$ cat config.mk
export PLATFORM = sky130hd
export DESIGN_NAME = pack_narrow_wide
export DESIGN_NICKNAME = d
export VERILOG_FILES = /design/src/rtl/pack_pkg.sv /design/src/rtl/pack_out_stage.sv /design/src/rtl/pack_narrow_wide.sv
export SDC_FILE = /design/constraint.sdc
export NUM_CORES = 1
export LEC_CHECK = 0
export CAP_MARGIN = 40
export CORE_MARGIN = 4
export CORE_UTILIZATION = 49
export CTS_BUF_LIST = sky130_fd_sc_hd__clkbuf_16
export CTS_CLUSTER_DIAMETER = 80
export DETAILED_ROUTE_END_ITERATION = 8
export PLACE_DENSITY = 0.76
export SYNTH_ARGS = -nofsm -noshare
export SYNTH_HDL_FRONTEND = slang
export SYNTH_SLANG_ARGS = --single-unit
$ cat constraint.sdc
create_clock -name clk_4f -period 2.2 [get_ports clk_4f]
set_input_delay 0.22 -clock clk_4f [delete_from_list [all_inputs] [get_ports clk_4f]]
set_output_delay 0.22 -clock clk_4f [all_outputs]
set_load 0.03 [all_outputs]
$ cat src/rtl/pack_pkg.sv
// Shared helpers for the narrow-to-wide packer: width math and lane placement.
// Latency: n/a (compile-time functions and constants only).
// Backpressure: n/a.
package pack_pkg;

  localparam int DEF_IN_W  = 8;
  localparam int DEF_RATIO = 4;

  // Ceiling log2, at least 1 so a counter always has a bit to live in.
  function automatic int clog2(input int v);
    int r;
    r = 1;
    for (int i = 1; i < 31; i++) begin
      if ((1 << i) < v) r = i + 1;
    end
    return r;
  endfunction

  // Width of a packed word built from 'ratio' beats of 'in_w' bits.
  function automatic int out_width(input int in_w, input int ratio);
    return in_w * ratio;
  endfunction

  // Lane that beat number k of a word occupies.
  function automatic int lane_index(input int k, input int ratio, input int msb_first);
    return (msb_first != 0) ? (ratio - 1 - k) : k;
  endfunction

endpackage

$ cat src/rtl/pack_out_stage.sv
// One-entry output register holding a packed word and its lane mask.
// Latency: a word loaded at edge N is visible after edge N.
// Backpressure: holds word stable while ready_in=0; slot_free allows load+drain on one edge.
module pack_out_stage #(
  parameter int OUT_W = 32,
  parameter int RATIO = 4
) (
  input  logic             clk_4f,
  input  logic             reset,
  input  logic             load,
  input  logic [OUT_W-1:0] load_dat,
  input  logic [RATIO-1:0] load_mask,
  input  logic             ready_in,
  output logic [OUT_W-1:0] data_out,
  output logic [RATIO-1:0] lane_en_out,
  output logic             valid_out,
  output logic             slot_free
);

  // The slot can take a new word when it is empty or is being drained this edge.
  assign slot_free = !valid_out || ready_in;

  // Load a new word (caller only loads when slot_free), else drop valid once drained.
  always_ff @(posedge clk_4f or posedge reset) begin
    if (reset) begin
      data_out    <= '0;
      lane_en_out <= '0;
      valid_out   <= 1'b0;
    end else if (load) begin
      data_out    <= load_dat;
      lane_en_out <= load_mask;
      valid_out   <= 1'b1;
    end else if (ready_in) begin
      valid_out   <= 1'b0;
    end
  end

endmodule

$ cat src/rtl/pack_narrow_wide.sv
// Packs RATIO narrow IN_W beats into one OUT_W word with a lane-enable mask; flush emits partials.
// Latency: word visible one edge after its last (or flushing) beat is accepted.
// Backpressure: ready_out drops only when the final lane is due and the output slot is busy.
module pack_narrow_wide
  import pack_pkg::*;
#(
  parameter int IN_W      = DEF_IN_W,
  parameter int RATIO     = DEF_RATIO,
  parameter int MSB_FIRST = 1,
  localparam int OUT_W    = out_width(IN_W, RATIO),
  localparam int CNT_W    = clog2(RATIO)
) (
  input  logic             clk_4f,
  input  logic             reset,
  input  logic [IN_W-1:0]  data_in,
  input  logic             valid_in,
  output logic             ready_out,
  input  logic             flush_in,
  output logic [OUT_W-1:0] data_out,
  output logic [RATIO-1:0] lane_en_out,
  output logic             valid_out,
  input  logic             ready_in
);

  localparam logic [CNT_W-1:0] LAST_CNT = CNT_W'(RATIO - 1);

  logic [OUT_W-1:0] acc;
  logic [RATIO-1:0] mask;
  logic [CNT_W-1:0] lane_cnt;
  logic [CNT_W-1:0] lane;
  logic [OUT_W-1:0] merged_dat;
  logic [RATIO-1:0] merged_mask;
  logic             slot_free;
  logic             accept;
  logic             last_beat;
  logic             flush_go;
  logic             load;

  // Only the beat that completes a word needs the output slot; earlier beats
  // go into the accumulator regardless of downstream state.
  assign ready_out = slot_free || (lane_cnt != LAST_CNT);
  assign accept    = valid_in && ready_out;
  assign last_beat = accept && (lane_cnt == LAST_CNT);
  // A flush with nothing accumulated and no beat arriving emits nothing.
  assign flush_go  = flush_in && slot_free && ((mask != '0) || accept);
  assign load      = last_beat || flush_go;

  // Lane the current beat lands in, set by the lane-order parameter.
  always_comb begin
    lane = CNT_W'(lane_index(int'(lane_cnt), RATIO, MSB_FIRST));
  end

  // Accumulator and mask with this cycle's beat merged in; this is what gets emitted.
  always_comb begin
    merged_dat  = acc;
    merged_mask = mask;
    if (accept) begin
      merged_dat[int'(lane)*IN_W +: IN_W] = data_in;
      merged_mask[lane]                   = 1'b1;
    end
  end

  // Accumulate beats; clear everything whenever a word (full or partial) is handed off.
  always_ff @(posedge clk_4f or posedge reset) begin
    if (reset) begin
      acc      <= '0;
      mask     <= '0;
      lane_cnt <= '0;
    end else if (load) begin
      acc      <= '0;
      mask     <= '0;
      lane_cnt <= '0;
    end else if (accept) begin
      acc      <= merged_dat;
      mask     <= merged_mask;
      lane_cnt <= lane_cnt + CNT_W'(1);
    end
  end

  pack_out_stage #(
    .OUT_W (OUT_W),
    .RATIO (RATIO)
  ) u_out_stage (
    .clk_4f      (clk_4f),
    .reset       (reset),
    .load        (load),
    .load_dat    (merged_dat),
    .load_mask   (merged_mask),
    .ready_in    (ready_in),
    .data_out    (data_out),
    .lane_en_out (lane_en_out),
    .valid_out   (valid_out),
    .slot_free   (slot_free)
  );

endmodule
==> results of run 1 <==
==> final timing paths <==
path	to	cells after the start	slack [ns]	start
min in group clk_4f	u_out_stage.data_out[17]	1	0.50	u_out_stage.data_out[17]
min reg2reg	u_out_stage.data_out[17]	1	0.50	u_out_stage.data_out[17]
max in group asynchronous	lane_cnt[0]	3	1.56	reset
max reg2reg	u_out_stage.data_out[13]	6	0.12	lane_cnt[0]
min	u_out_stage.data_out[30]	3	0.29	reset
max	ready_out	3	0.07	lane_cnt[0]
==> cell families (layout without fill, tap and decap cells) <==
group           count (synthesis)  count (layout)  synth area share, %
compound gates                  4               4                 1.01
xor+xnor                        1               1                0.252
fa+ha+maj                       7               7                 2.52
buf+inv                        51             113                 6.38
flops                          75              75                 54.1
mux                            68              68                 21.8
simple gates                   88              88                 14.0
==> placed cells by master, fill, tap and decap left out <==
master	instances
bufinv_16	3
nor3_1	1
ha_1	6
mux2_4	9
clkinv_1	1
nor4_1	1
buf_4	7
nor2b_1	34
mux2i_1	34
nand2b_1	2
nand2_1	35
or2_2	2
a31o_4	1
and3_4	1
nand3b_4	1
inv_2	1
nand3_1	1
a21oi_1	1
clkdlybuf4s50_1	50
dfrtp_2	1
dfrtp_1	74
a31oi_1	2
clkinv_2	2
and3_1	3
nor2_1	4
mux2_2	25
clkbuf_16	9
xnor2_1	1
and3b_1	1
nor4b_4	1
buf_12	3
inv_1	37
nor4bb_1	1
ha_2	1
==> what timing repair did <==
item	CTS	global route
gates resized for setup	0	2
endpoints found under the hold margin	0	0
setup endpoints to repair	0	19
buffers inserted	0	0
==> sequential cells by signal (all words and copies together) (netlist names) <==
| signal | cells |
|---|---|
| u_out_stage.lane_en_out | 4 |
| mask | 4 |
| lane_cnt | 2 |
| u_out_stage.valid_out | 1 |
| u_out_stage.data_out | 32 |
| acc | 32 |
==> layer usage <==
metal  vias up  global-route usage (%)
li1       1053                       -
met1      1087                    25.0
met2        59                    26.3
met3        12                    4.10
met4         0                    7.80
met5         -                       0
==> metrics by stage <==
stage	setup slack (ns)	power [W]	util, %
6_report	0.0714	0.00551	65.4
5_1_grt	0.0103	0.00582	65.4
4_1_cts	0.00230	0.00555	65.2
3_5_place_dp	0.0209	0.00389	60.4
3_3_place_gp	0.116	0.00384	60.4
2_1_floorplan	0.0304	0.00321	-
==> final cells by class <==
class	count	area, um^2
clock buffer	9	225
clock inverter	7	108
fill	530	2360
inverter	37	139
multi-input combinational	168	1380
sequential	75	1880
tap	96	120
timing repair buffer	60	613
==> worst min-delay path, cell delays in order <==
cell	delay [ns]
clkdlybuf4s50_1	0.42
inv_2	0.07
buf_12	0.31
==> power by group through the flow <==
| stage | Sequential [W] | Combinational (W) | Clock [W] |
|---|---|---|---|
| finish | 0.00183 | 0.00206 | 0.00162 |
| global route | 0.00187 | 0.00222 | 0.00172 |
| CTS | 0.00183 | 0.00206 | 0.00166 |
| detailed placement | 0.00185 | 0.00204 | 0 |
| global placement | 0.00184 | 0.00200 | 0 |
| floorplan | 0.00214 | 0.00107 | 0 |
==> key figures, run 1 <==
Clock network
  • CTS HTree Levels: 3
  • Hold buffer count at cts: 0
  • Clk sink count: 75
  • CTS tree: yes
  • TritonCTS Buffers: 9
  • Clock root cell: clkbuf_16
  • CTS max path bufs: 2
  • Clock-pin slew on the worst setup and hold paths: 0.05 ns
  • Clock latency on the worst-skew pair: 0.33 ns

Power and ir drop
  • Logic gate share of total power: 37.3%
  • Sw Share: 32.8%
  • Leakage power: 2.06 nW
  • Clk pwr share: 29.4%
  • Switch Pwr: 0.00181 W
  • Int Power: 0.00371 W
  • Register share of total power: 33.2%
  • VDD IR max: 0.733 mV
  • Pwr Density: 1230 nW/um^2

Worst setup path
  • Maximum fanout along the worst path: 9
  • Crit path required time: 1.98 ns
  • Startpoint Class: flip-flop
  • CP cell instances: ha_2, nand3b_4, clkdlybuf4s50_1
  • Delay-heaviest family, CP: buffers and inverters
  • Critical path endpoint category: primary output
  • Crit-path max cell delay: 0.70 ns
  • Critical Setup Path Class: flip-flop to primary output
  • CP max-delay cell: clkdlybuf4s50_1
  • Buf+Inv Stages, Crit Path: 1
  • CP arrival: 1.91 ns

Synthesis
  • Cell count after synthesis: 294
  • Synthesized Nets: 314
  • Post-synthesis sequential area ratio: 54.1%
  • Top-count cell post-synth: dfrtp_1
  • Ys flop type: dfrtp_1
  • Asr flop ratio synth: 100%
  • Syn. warnings: 0
  • Mapped Area: 3470 um^2
  • Post-synth EDFFs: 0
  • Yosys reg bits: 75
  • Area leader, netlist: dfrtp_1
  • Syn avg cell area: 11.8 um^2
  • Synth cell types: 29
  • Top cells by count, synth: dfrtp_1, inv_1, nand2_1
  • Cells taking the most area after synthesis: dfrtp_1, mux2i_1, mux2_2
  • Post-synth top area share: 54.1%

Placed design
  • Placed cell count: 436
  • Port bufs: 50
  • RePlAce Congestion: 0.831
  • Placed inst area: 4120 um^2
  • Hpwl dp: 4570 um

Timing
  • FMAX: 470 MHz
  • Min Clock Period, post-route: 2.13 ns
  • Final setup TNS: 0 ns
  • Final-report setup violation count: 0
  • Worst Skew: 0.00377 ns
  • Unrepaired setup endpoints after global routing: false
  • Final Hold Viols: 0
  • Worst-margin pin slew: 0.508 ns
  • Relative slew slack: 66.0%
  • Crit share post-route: 96.8%
  • Hold WS: 0.288 ns
  • Final Max Tran Viols: 0

Detailed routing
  • DR top layer: met4
  • DR WL met3: 342 um
  • Wire length on met1: 3110 um
  • Vias per inst: 4.89
  • Routed len/inst: 15.2 um
  • Drt drc: 0
  • DRT iter0 DRCs: 117
  • WL met2: 3240 um
  • Vias: 2211
  • Routed WL: 6850 um
  • ANT nets after route: 0
  • Drt first pass iters: 4

Status
  • Status: complete, no violations

Global routing
  • Initial antenna violation count: 0
  • Tot GR Track Use: 17.8%
  • Vias in the first global route: 2258
  • Total gr overflow: 0
  • Largest net degree at the start of global routing: 76
  • First-pass GRT wire length: 11500 um

Cells and area
  • Final non-filler cell area: 4470 um^2
  • Final non-filler cell total: 452
  • Layout Nets: 371
  • Antenna Cells: 0
  • Layout area overhead: 28.7%
  • Layout cells sized above 1: 18.8%

Floorplanning
  • Die Ht: 92.2 um
  • Io pins: 51
  • Initial Util: 50.8%
  • CORE AREA: 6830 um^2
  • Row cnt: 30
  • Die area: 8490 um^2
  • Die width: 92.2 um

Job
  • Max Cap Viol: 0

Worst hold path
  • Tightest Hold Check Type: input port to async pin
Note: power is estimated with default switching activity, not from simulation.
==> inputs of run 2 (changes only) <==
--- a/config.mk
+++ b/config.mk
@@ -11,7 +11,8 @@
 export CTS_BUF_LIST = sky130_fd_sc_hd__clkbuf_16
 export CTS_CLUSTER_DIAMETER = 80
 export DETAILED_ROUTE_END_ITERATION = 8
-export PLACE_DENSITY = 0.76
+export PLACE_DENSITY = 0.83
 export SYNTH_ARGS = -nofsm -noshare
 export SYNTH_HDL_FRONTEND = slang
+export SYNTH_HIERARCHICAL = 1
 export SYNTH_SLANG_ARGS = --single-unit
==> constraint.sdc (replaced) <==
create_clock -name clk_4f -period 1.8 [get_ports clk_4f]
set_input_delay 0.18 -clock clk_4f [delete_from_list [all_inputs] [get_ports clk_4f]]
set_output_delay 0.18 -clock clk_4f [all_outputs]
set_load 0.03 [all_outputs]
==> key figures, run 2 <==
Status
  • Status: finished with violations
  • Failing checks: negative setup slack

Power and ir drop
  • Pwr Density: 1510 nW/um^2 (+23%)
  • VDD IR max: 0.723 mV (-1.4%)
  • Overall power: 0.00768 W (+39%)
  • Leakage power: 2.36 nW (+14%)

Clock network
  • Clk sink count: 75 (unchanged)
  • Clock root cell: clkbuf_16
  • CTS max path bufs: 2 (unchanged)
  • Clock latency on the worst-skew pair: 0.34 ns (about the same)
  • TritonCTS Buffers: 9 (unchanged)
  • Hold buffer count at cts: 0 (unchanged)
  • CTS tree: yes
  • CTS HTree Levels: 3 (unchanged)
  • Clock-pin slew on the worst setup and hold paths: 0.06 ns (about the same)

Global routing
  • Vias in the first global route: 2684 (+19%)
  • Total gr overflow: 0 (unchanged)
  • Largest net degree at the start of global routing: 39 (-49%)
  • Initial antenna violation count: 0 (unchanged)
  • Tot GR Track Use: 22.0% (+4.2 points)
  • First-pass GRT wire length: 14400 um (+25%)

Timing
  • Worst Skew: 0.00698 ns (+0.00321 ns)
  • Hold WS: 0.277 ns (-0.0112 ns)
  • Relative slew slack: 64.1% (-1.9 points)
  • Final-report setup violation count: 45 (+45)
  • Final setup TNS: -2.18 ns (-2.18 ns)
  • Worst Slack Setup Final: -0.0773 ns (-0.149 ns)
  • Final Hold Viols: 0 (unchanged)
  • FMAX: 533 MHz
  • Unrepaired setup endpoints after global routing: true
  • Min Clock Period, post-route: 1.88 ns
  • Crit share post-route: 104%
  • Final Max Tran Viols: 0 (unchanged)
  • Worst-margin pin slew: 0.537 ns (+0.0290 ns)

Cells and area
  • Final non-filler cell area: 5070 um^2 (+14%)
  • Number of fill cells: 402 (-24%)
  • Layout area overhead: 42.2%
  • Layout cells sized above 1: 39.9% (+21 points)
  • Commonest cells after routing, fill and taps aside: dfrtp_1, clkdlybuf4s50_1, buf_4
  • Core utilization of the finished layout: 73.0% (+7.6 points)
  • Antenna Cells: 0 (unchanged)
  • Largest regs: acc (32), u_out_stage/data_out (32)
  • Leading cell type in the layout, fill and taps excluded: dfrtp_1
  • Layout Nets: 366 (-1.3%)

Synthesis
  • Cells taking the most area after synthesis: dfrtp_1, mux2_4, a22o_1
  • Post-synth EDFFs: 0 (unchanged)
  • Cell count after synthesis: 246 (-16%)
  • Area leader, netlist: dfrtp_1
  • Asr flop ratio synth: 100% (unchanged)
  • Top-count cell post-synth: dfrtp_1
  • Post-synthesis sequential area ratio: 52.6% (-1.4 points)
  • Yosys reg bits: 75 (unchanged)
  • Synth cell types: 36 (+24%)
  • Syn avg cell area: 14.5 um^2 (+23%)
  • Post-synth top area share: 52.6% (-1.4 points)
  • Top cells by count, synth: dfrtp_1, a22o_1, mux2_4
  • Syn. warnings: 6 (+6)
  • Mapped Area: 3570 um^2 (+2.7%)
  • Synthesized Nets: 266 (-15%)
  • Ys flop type: dfrtp_1

Worst setup path
  • Crit-path max cell delay: 0.46 ns (-0.24 ns)
  • CP cell instances: ha_4, nor2b_4, clkinv_4, a21oi_2, or2_4, inv_8, buf_8, mux2_4
  • Crit path required time: 2.01 ns (+0.03 ns)
  • Maximum fanout along the worst path: 9 (unchanged)
  • CP arrival: 2.09 ns (+0.18 ns)
  • Startpoint Class: flip-flop
  • CP max-delay cell: dfrtp_2
  • Critical path endpoint category: flip-flop
  • Critical Setup Path Class: flip-flop to flip-flop

Detailed routing
  • Vias: 2676 (+21%)
  • Routed len/inst: 22.7 um (+50%)
  • DRT iter0 DRCs: 198 (+69%)
  • Routed WL: 10200 um (+48%)
  • ANT nets after route: 0 (unchanged)
  • Drt first pass iters: 7 (+3)
  • Vias per inst: 5.99 (+22%)
  • Drt drc: 0 (unchanged)

Placed design
  • Placed inst area: 4420 um^2 (+7.1%)
  • RePlAce Congestion: 0.933 (+12%)
  • Port bufs: 50 (unchanged)
  • Hpwl dp: 5500 um (+20%)

Floorplanning
  • Io pins: 51 (unchanged)
  • CORE AREA: 6940 um^2 (+1.6%)
  • Die width: 93.3 um (+1.2%)
  • Die Ht: 93.3 um (+1.2%)
  • Die area: 8710 um^2 (+2.5%)
  • Initial Util: 51.4% (+0.55 points)
  • Row cnt: 30 (unchanged)

Worst hold path
  • Tightest Hold Check Type: input port to async pin

Job
  • Max Cap Viol: 0 (unchanged)
==> run 2: cell count changes in the layout (fill, tap and decap cells not counted), moves of 27 or more <==
cell,change
inv_1,-34
nor2b_1,-34
mux2_4,+27
mux2i_1,-34
a22o_1,+35
buf_4,+34
nand2_1,-31
==> run 2: power breakdown <==
| part | switching [W] | total [W] | internal (W) |
|---|---|---|---|
| Sequential | 0.000220 | 0.00222 | 0.00200 |
| Clock | 0.000686 | 0.00202 | 0.00134 |
| Combinational | 0.00170 | 0.00344 | 0.00174 |
| Total | 0.00261 | 0.00768 | 0.00507 |
==> run 2: path summary, 6_finish.rpt <==
kind | start | end | slack, ns | cells after the start
worst min register to register | acc[7] | acc[7] | 0.49 | 1
worst max-delay path | lane_cnt[0] | u_out_stage/data_out[29] | -0.08 | 8
worst min-delay path | reset | u_out_stage/lane_en_out[0] | 0.28 | 3
max in group asynchronous | reset | lane_cnt[1] | 1.13 | 3
min in group clk_4f | acc[7] | acc[7] | 0.49 | 1
worst max register to register | lane_cnt[0] | u_out_stage/data_out[29] | -0.08 | 8
==> run 2: per-layer routing <==
metal  wire (um)  GRT usage [%]  vias up
li1            -              -     1149
met1        4310           29.3     1369
met2        4890           33.9      128
met3         681           4.51       30
met4         291           11.0        0
met5           0              0        -
==> run 2: cell families (layout without fill, tap and decap cells) <==
family	Yosys count	in the layout	synth area share (%)
multiplexers	36	36	14.4
flip-flops	75	75	52.6
AND/OR/NAND/NOR	39	39	7.61
adder cells (fa/ha/maj)	7	7	2.46
AO/OA/AOI/OAI	68	68	17.5
buffers and inverters	21	126	5.37
==> run 2: critical path: cells and delay by family, from the launching register on <==
kind | cells | cell delay [ns]
DFF | 1 | 0.46
and+or+nand+nor | 2 | 0.40
buffers and inverters | 3 | 0.33
muxes | 1 | 0.31
adders and majority gates | 1 | 0.20
AOI/OAI and AO/OA | 1 | 0.05
==> run 2: cell type report <==
class / count / area, um^2 / area share [%]
Multi-Input combinational cell: 150 / 1660 / 32.8
Sequential cell: 75 / 1880 / 37.1
Clock buffer: 9 / 225 / 4.44
Inverter: 6 / 42.5 / 0.839
Clock inverter: 7 / 108 / 2.12
Tap cell: 96 / 120 / 2.37
Timing Repair Buffer: 104 / 1030 / 20.3
==> run 2: through the flow <==
step,instances,setup WS (ns)
global route,447,-0.128
detailed placement,420,-0.296
CTS,437,-0.0518
global placement,420,-0.177
floorplan,246,-0.360
finish,447,-0.0773
==> run 2: what timing repair did <==
| action | CTS | global route |
|---|---|---|
| setup buffers | 1 | 8 |
| cloned | 0 | 2 |
| pin swaps | 2 | 15 |
| setup endpoints to repair | 68 | 68 |
| gates resized for setup | 12 | 41 |
